### src/rtl/bus_arbiter_pkg.sv
// Shared definitions for the two-requester bus arbiter: FSM encoding,
// default widths and the IO window base address.
package bus_arbiter_pkg;

    typedef enum logic [1:0] {
        IDLE  = 2'd0,
        ISSUE = 2'd1,
        WAIT  = 2'd2,
        RESP  = 2'd3
    } state_t;

    localparam int          NUM_REQ     = 2;
    localparam int          ADDR_W_DEF  = 32;
    localparam int          DATA_W_DEF  = 32;
    localparam int          IO_W        = 16;
    localparam logic [31:0] IO_BASE_DEF = 32'hFFFF_FC00;

endpackage

### src/rtl/bus_arbiter_if.sv
// Requester, data-memory and IO signals of the arbiter bundled together.
// The arbiter uses the slave view; requesters/memory/IO use the master view.
interface bus_arbiter_if import bus_arbiter_pkg::*; #(
    parameter int ADDR_W = ADDR_W_DEF,
    parameter int DATA_W = DATA_W_DEF
);

    logic [NUM_REQ-1:0]        req;
    logic [NUM_REQ-1:0]        we;
    logic [NUM_REQ*ADDR_W-1:0] addr;
    logic [NUM_REQ*DATA_W-1:0] wdata;
    logic [DATA_W-1:0]         rdata;
    logic [NUM_REQ-1:0]        done;
    logic [ADDR_W-1:0]         bus_addr;
    logic                      mem_we;
    logic [DATA_W-1:0]         mem_wdata;
    logic [DATA_W-1:0]         mem_rdata;
    logic                      io_read;
    logic                      io_write;
    logic [IO_W-1:0]           io_wdata;
    logic [IO_W-1:0]           io_rdata;
    logic                      busy;
    logic                      owner;

    modport slave (
        input  req, we, addr, wdata, mem_rdata, io_rdata,
        output rdata, done, bus_addr, mem_we, mem_wdata,
               io_read, io_write, io_wdata, busy, owner
    );

    modport master (
        output req, we, addr, wdata, mem_rdata, io_rdata,
        input  rdata, done, bus_addr, mem_we, mem_wdata,
               io_read, io_write, io_wdata, busy, owner
    );

endinterface

### src/rtl/bus_arbiter_rr_pick2.sv
// Two-way round-robin picker: on a tie the requester that was not served
// last wins; a lone request always wins.
module rr_pick2 import bus_arbiter_pkg::*; (
    input  logic [NUM_REQ-1:0] req,
    input  logic               last_owner,
    output logic               winner
);

    always_comb begin
        winner = 1'b0;
        case (req)
            2'b11:   winner = ~last_owner;
            2'b10:   winner = 1'b1;
            default: winner = 1'b0;
        endcase
    end

endmodule

### src/rtl/bus_arbiter.sv
// Serialises CPU and program-loader accesses onto one address bus that is
// decoded into synchronous data memory (low) and IO space (>= IO_BASE).
module bus_arbiter import bus_arbiter_pkg::*; #(
    parameter int          ADDR_W  = ADDR_W_DEF,
    parameter int          DATA_W  = DATA_W_DEF,
    parameter logic [31:0] IO_BASE = IO_BASE_DEF
) (
    input  logic         clk,
    input  logic         rst_n,
    bus_arbiter_if.slave bus
);

    localparam logic [ADDR_W-1:0] IO_BASE_A = ADDR_W'(IO_BASE);

    state_t              state_reg, state_next;
    logic                owner_reg, last_owner_reg, we_reg;
    logic [ADDR_W-1:0]   addr_reg;
    logic [DATA_W-1:0]   wdata_reg, rdata_reg;
    logic                winner, is_io, latch;
    logic                mem_we_next, io_read_next, io_write_next;
    logic [NUM_REQ-1:0]  done_next;
    logic [ADDR_W-1:0]   addr_arr  [NUM_REQ];
    logic [DATA_W-1:0]   wdata_arr [NUM_REQ];

    genvar gi;
    generate
        for (gi = 0; gi < NUM_REQ; gi++) begin : g_unpack
            assign addr_arr[gi]  = bus.addr[gi*ADDR_W +: ADDR_W];
            assign wdata_arr[gi] = bus.wdata[gi*DATA_W +: DATA_W];
        end
    endgenerate

    rr_pick2 u_pick (
        .req        (bus.req),
        .last_owner (last_owner_reg),
        .winner     (winner)
    );

    assign latch = (state_reg == IDLE) && (|bus.req);
    assign is_io = (addr_reg >= IO_BASE_A);

    always_ff @(posedge clk or negedge rst_n) begin
        if (!rst_n) state_reg <= IDLE;
        else        state_reg <= state_next;
    end

    // Strobes decode straight from state so reset drops them without a clock.
    always_comb begin
        state_next    = state_reg;
        mem_we_next   = 1'b0;
        io_read_next  = 1'b0;
        io_write_next = 1'b0;
        done_next     = '0;
        case (state_reg)
            IDLE: begin
                if (|bus.req) state_next = ISSUE;
            end
            ISSUE: begin
                if (we_reg) begin
                    mem_we_next   = ~is_io;
                    io_write_next = is_io;
                    state_next    = RESP;
                end else begin
                    io_read_next  = is_io;
                    state_next    = WAIT;
                end
            end
            WAIT: begin
                io_read_next = is_io;
                state_next   = RESP;
            end
            RESP: begin
                done_next[owner_reg] = 1'b1;
                state_next           = IDLE;
            end
            default: state_next = IDLE;
        endcase
    end

    always_ff @(posedge clk or negedge rst_n) begin
        if (!rst_n) begin
            owner_reg      <= 1'b0;
            last_owner_reg <= 1'b1;
            we_reg         <= 1'b0;
            addr_reg       <= '0;
            wdata_reg      <= '0;
            rdata_reg      <= '0;
        end else begin
            if (latch) begin
                owner_reg <= winner;
                addr_reg  <= addr_arr[winner];
                we_reg    <= bus.we[winner];
                wdata_reg <= wdata_arr[winner];
            end
            // Only reads pass through WAIT, so writes never disturb rdata.
            if (state_reg == WAIT) begin
                rdata_reg <= is_io ? {{(DATA_W-IO_W){1'b0}}, bus.io_rdata} : bus.mem_rdata;
            end
            if (state_reg == RESP) last_owner_reg <= owner_reg;
        end
    end

    assign bus.bus_addr  = addr_reg;
    assign bus.mem_wdata = wdata_reg;
    assign bus.io_wdata  = wdata_reg[IO_W-1:0];
    assign bus.mem_we    = mem_we_next;
    assign bus.io_read   = io_read_next;
    assign bus.io_write  = io_write_next;
    assign bus.done      = done_next;
    assign bus.rdata     = rdata_reg;
    assign bus.busy      = (state_reg != IDLE);
    assign bus.owner     = owner_reg;

endmodule
### src/flat_wrapper.sv
// flat-port wrapper written by rule: the top's interface ports become plain ports
module bus_arbiter_flat import bus_arbiter_pkg::*;
#(
    parameter int          ADDR_W  = ADDR_W_DEF,
    parameter int          DATA_W  = DATA_W_DEF,
    parameter logic [31:0] IO_BASE = IO_BASE_DEF
)
  (clk, rst_n, bus_req, bus_we, bus_addr, bus_wdata, bus_mem_rdata, bus_io_rdata, bus_rdata, bus_done, bus_bus_addr, bus_mem_we, bus_mem_wdata, bus_io_read, bus_io_write, bus_io_wdata, bus_busy, bus_owner);
  bus_arbiter_if #(.ADDR_W(ADDR_W), .DATA_W(DATA_W)) bus_i ();
  input  logic clk;
  input  logic rst_n;
  input wire logic [$bits(bus_i.req)-1:0] bus_req;
  input wire logic [$bits(bus_i.we)-1:0] bus_we;
  input wire logic [$bits(bus_i.addr)-1:0] bus_addr;
  input wire logic [$bits(bus_i.wdata)-1:0] bus_wdata;
  input wire logic [$bits(bus_i.mem_rdata)-1:0] bus_mem_rdata;
  input wire logic [$bits(bus_i.io_rdata)-1:0] bus_io_rdata;
  output wire logic [$bits(bus_i.rdata)-1:0] bus_rdata;
  output wire logic [$bits(bus_i.done)-1:0] bus_done;
  output wire logic [$bits(bus_i.bus_addr)-1:0] bus_bus_addr;
  output wire logic [$bits(bus_i.mem_we)-1:0] bus_mem_we;
  output wire logic [$bits(bus_i.mem_wdata)-1:0] bus_mem_wdata;
  output wire logic [$bits(bus_i.io_read)-1:0] bus_io_read;
  output wire logic [$bits(bus_i.io_write)-1:0] bus_io_write;
  output wire logic [$bits(bus_i.io_wdata)-1:0] bus_io_wdata;
  output wire logic [$bits(bus_i.busy)-1:0] bus_busy;
  output wire logic [$bits(bus_i.owner)-1:0] bus_owner;
  assign bus_i.req = bus_req;
  assign bus_i.we = bus_we;
  assign bus_i.addr = bus_addr;
  assign bus_i.wdata = bus_wdata;
  assign bus_i.mem_rdata = bus_mem_rdata;
  assign bus_i.io_rdata = bus_io_rdata;
  assign bus_rdata = bus_i.rdata;
  assign bus_done = bus_i.done;
  assign bus_bus_addr = bus_i.bus_addr;
  assign bus_mem_we = bus_i.mem_we;
  assign bus_mem_wdata = bus_i.mem_wdata;
  assign bus_io_read = bus_i.io_read;
  assign bus_io_write = bus_i.io_write;
  assign bus_io_wdata = bus_i.io_wdata;
  assign bus_busy = bus_i.busy;
  assign bus_owner = bus_i.owner;
  bus_arbiter #(.ADDR_W(ADDR_W), .DATA_W(DATA_W), .IO_BASE(IO_BASE)) u_core (.clk(clk), .rst_n(rst_n), .bus(bus_i));
endmodule
### config.mk
export PLATFORM = sky130hd
export DESIGN_NAME = bus_arbiter_flat
export DESIGN_NICKNAME = d
export VERILOG_FILES = /design/src/rtl/bus_arbiter_pkg.sv /design/src/rtl/bus_arbiter_if.sv /design/src/rtl/bus_arbiter_rr_pick2.sv /design/src/rtl/bus_arbiter.sv /design/src/flat_wrapper.sv
export SDC_FILE = /design/constraint.sdc
export NUM_CORES = 1
export LEC_CHECK = 0
export CORE_AREA = 2 2 117 119
export DETAILED_ROUTE_END_ITERATION = 10
export DIE_AREA = 0 0 119 121
export GPL_TIMING_DRIVEN = 0
export PLACE_DENSITY = 0.78
export REMOVE_ABC_BUFFERS = 1
export SETUP_SLACK_MARGIN = 0.05
export SYNTH_ARGS = -nofsm -noshare
export SYNTH_HDL_FRONTEND = slang
export SYNTH_SLANG_ARGS = --single-unit
### constraint.sdc
create_clock -name clk -period 2.45 [get_ports clk]
set_input_delay 0.49 -clock clk [delete_from_list [all_inputs] [get_ports clk]]
set_output_delay 0.49 -clock clk [all_outputs]
set_load 0.05 [all_outputs]
==> impl_results.md <==
- Crit Path Max Fanout: 5
- Multi-input logic area: 0.00199 sq mm
- Post-Place Cells: 898
- Reg2reg start: u_core.state_reg[0]
- Die Width: 119 um
- Cts hold-fix bufs: 0
- Final setup violation count: 0
- Fin area: 0.00829 sq mm
- Remaining Overflow, GRT: 0
- RSZ-0062 raised after global routing: false
- Critical path launch point: u_core.state_reg[0]
- I/O Buffers: 300
- Clk_skew: 0.00431 ns
- Post-DP HPWL: 12.1 mm
- Main synth FF type: dfrtp_1
- Starting DRT DRC Count: 204
- Largest net degree at the start of global routing: 54
- Post-synthesis simple-gate area fraction: 0.0934
- Area grow syn2layout: 73.7%
- Gr usage total: 0.220
- Post-layout min period: 2.31 ns
- Synth warnings: 0
- First-pass GRT wire length: 24.7 mm
- Via-per-instance ratio: 4.96
- Status: finished clean
- GR peak layer: met2
- DR DRC count: 0
- Vias: 4571
- Pleak: 3.55 nW
- Slew @ Worst Pin: 0.703 ns
- Required @ worst endpoint: 1.96 ns
- Reg area: 0.00253 sq mm
- Yosys cell types: 29
- WS Path Type: reg2out
- Post-synth EDFFs: 0
- Ports: 301
- Total die area: 0.0144 sq mm
- Complex-gate fraction of the synthesized area: 0.166
- Mapped Cells: 464
- Final period util: 0.942
- CP Launch Type: flip-flop
- Worst min path class: in2async
- Max_slew headroom: 0.531
- Core Footprint: 0.0131 sq mm
- # diodes: 0
- Number of synthesized register bits: 101
- Max-slew violation count: 0
- Met3 GRT Util: 0.0695
- Peak VDD IR: 0.916 mV
- Rows: 42
- Mux cell area share after synthesis: 0.139
- Drt first pass iters: 4
- Worst hold slack: 0.193 ns
- PwrDens: 1450 mW/mm^2
- Layout cell share with drive strength beyond 1: 0.0591
- CTS tree: done
- Worst EP arrival: 1.82 ns
- Clk pin slew, worst setup/hold paths: 0.07 ns
- Sequential share of the synthesized area: 0.530
- Initial antenna violation count: 0
- Synth Area in Adders: 0.0105
- Clock Latency Late Sink: 0.34 ns
- Cell Area, Synth: 0.00477 sq mm
- # Max-Cap Violations: 0
- Max H-tree Level: 3
- Drt wl/cell: 17.2 um
- Synth Area in XOR/XNOR: 0
- Fmax: 433 MHz
- Largest family of logic cells by synthesized area: compound AO/OA/AOI/OAI gates
- CTS Buf Count: 9
- Die Y: 121 um
- FFs w/ async S/R, synth: 1.00
- Bufs on Longest Clock Path: 2
- Final #Nets: 926
- Clk sinks: 101
- Vias in the first global route: 4690
- Post-route insts no fill: 921
- Clock root buffer: clkbuf_16
- Met1 Usage GRT: 0.252
- CP endpoint kind: output pin
- Avg Inst Size Synth: 10.3 sq um
- Fillers: 1044
- Drt total wl: 15.9 mm
- Final RePlAce weighted congestion: 0.802
- Met2 usage: 0.385
- Initial Util: 0.365
- Detail Route Antenna Nets: 0
- DP Area: 0.00790 sq mm
- Fin. Hold Viols: 0
power breakdown:
part / leakage, nW / switching (W) / internal (W)
logic: 2.16 / 0.00487 / 0.00255
registers: 1.23 / 0.000556 / 0.00249
clock network: 0.158 / 0.000622 / 0.000921
total: 3.55 / 0.00605 / 0.00596
final cells by class:
cell class              instances  share of cell area
flip-flops and latches        101               0.305
clock buffers                  10              0.0288
multi-input cells             310               0.240
repair buffers                313               0.386
inverters                       4             0.00226
well taps                     176              0.0266
repair inverters                1            0.000604
clock inverters                 6              0.0104
stage by stage:
| stage | utilization | TNS, ns | power, W | setup WS (ns) |
|---|---|---|---|---|
| 2_1_floorplan | - | -219.24 | 0.00770 | -3.31 |
| 3_3_place_gp | 0.590 | -637.15 | 0.0102 | -5.87 |
| 3_5_place_dp | 0.604 | -14.48 | 0.0105 | -0.767 |
| 4_1_cts | 0.631 | 0 | 0.0121 | 0.0404 |
| 5_1_grt | 0.633 | 0 | 0.0126 | 0.0645 |
| 6_report | 0.633 | 0 | 0.0120 | 0.143 |
routing by layer:
| metal | vias to the layer above | share of wire |
|---|---|---|
| met5 | - | 0 |
| li1 | 2174 | - |
| met2 | 209 | 0.51 |
| met1 | 2159 | 0.39 |
| met4 | 0 | 0.023 |
| met3 | 29 | 0.082 |
Yosys cell counts (all sizes together), types with 4 or more instances:
library cell / n / area (sq um)
o21ai: 85 / 425
mux2i: 65 / 651
nand4: 4 / 31.3
nor2: 19 / 71.3
clkbuf: 20 / 75.1
a22o: 17 / 149
buf: 29 / 204
dfrtp: 100 / 2500
nand2: 71 / 267
a31oi: 16 / 100
a21oi: 18 / 101
ha: 4 / 50.1
inv: 4 / 15.0
cells by family (layout without fill, tap and decap cells):
| family | Yosys count | in the layout |
|---|---|---|
| compound gates | 138 | 138 |
| fa+ha+maj | 4 | 4 |
| buf+inv | 53 | 334 |
| flops | 101 | 101 |
| mux | 66 | 66 |
| simple gates | 102 | 102 |
critical path, stage by stage, from the launching register on:
cell and delay (ns):
dfrtp_1 0.39, inv_1 0.13, ha_1 0.31, inv_1 0.10, dlygate4sd2_1 0.54
path summary, 6_finish.rpt:
kind                                            endpoint  cells past startpoint  slack, ns
worst min register to register  u_core.bus.mem_wdata[26]                      2       0.48
worst max-delay path                            bus_busy                      4       0.14
worst min-delay path                u_core.bus.rdata[10]                      1       0.19
min in group clk                u_core.bus.mem_wdata[26]                      2       0.48
worst max register to register      u_core.bus.rdata[22]                      5       0.37
max in group asynchronous          u_core.last_owner_reg                      2       1.54
timing repair:
| action | 4_1_cts | 5_1_grt |
|---|---|---|
| cloned | 1 | 0 |
| pin swaps | 2 | 1 |
| setup buffers | 5 | 1 |
| setup endpoints to repair | 52 | 3 |
| resized for setup | 21 | 6 |
cells in the final DEF, fill, tap and decap left out, types with 2 or more instances in the layout:
| cell | instances |
|---|---|
| dfrtp_1 | 100 |
| o21ai_1 | 16 |
| or3_1 | 2 |
| clkdlybuf4s50_1 | 293 |
| o21ai_0 | 68 |
| buf_16 | 3 |
| nand2_1 | 71 |
| inv_1 | 3 |
| clkbuf_16 | 9 |
| mux2i_1 | 65 |
| nor2b_1 | 2 |
| clkinv_2 | 2 |
| clkinvlp_4 | 2 |
| a22o_1 | 17 |
| bufinv_16 | 2 |
| nand4_1 | 3 |
| a21oi_1 | 17 |
| nor2_1 | 19 |
| buf_12 | 4 |
| ha_1 | 3 |
| dlygate4sd2_1 | 3 |
| buf_4 | 8 |
| a31oi_1 | 16 |
(Power assumes the default switching activity.)
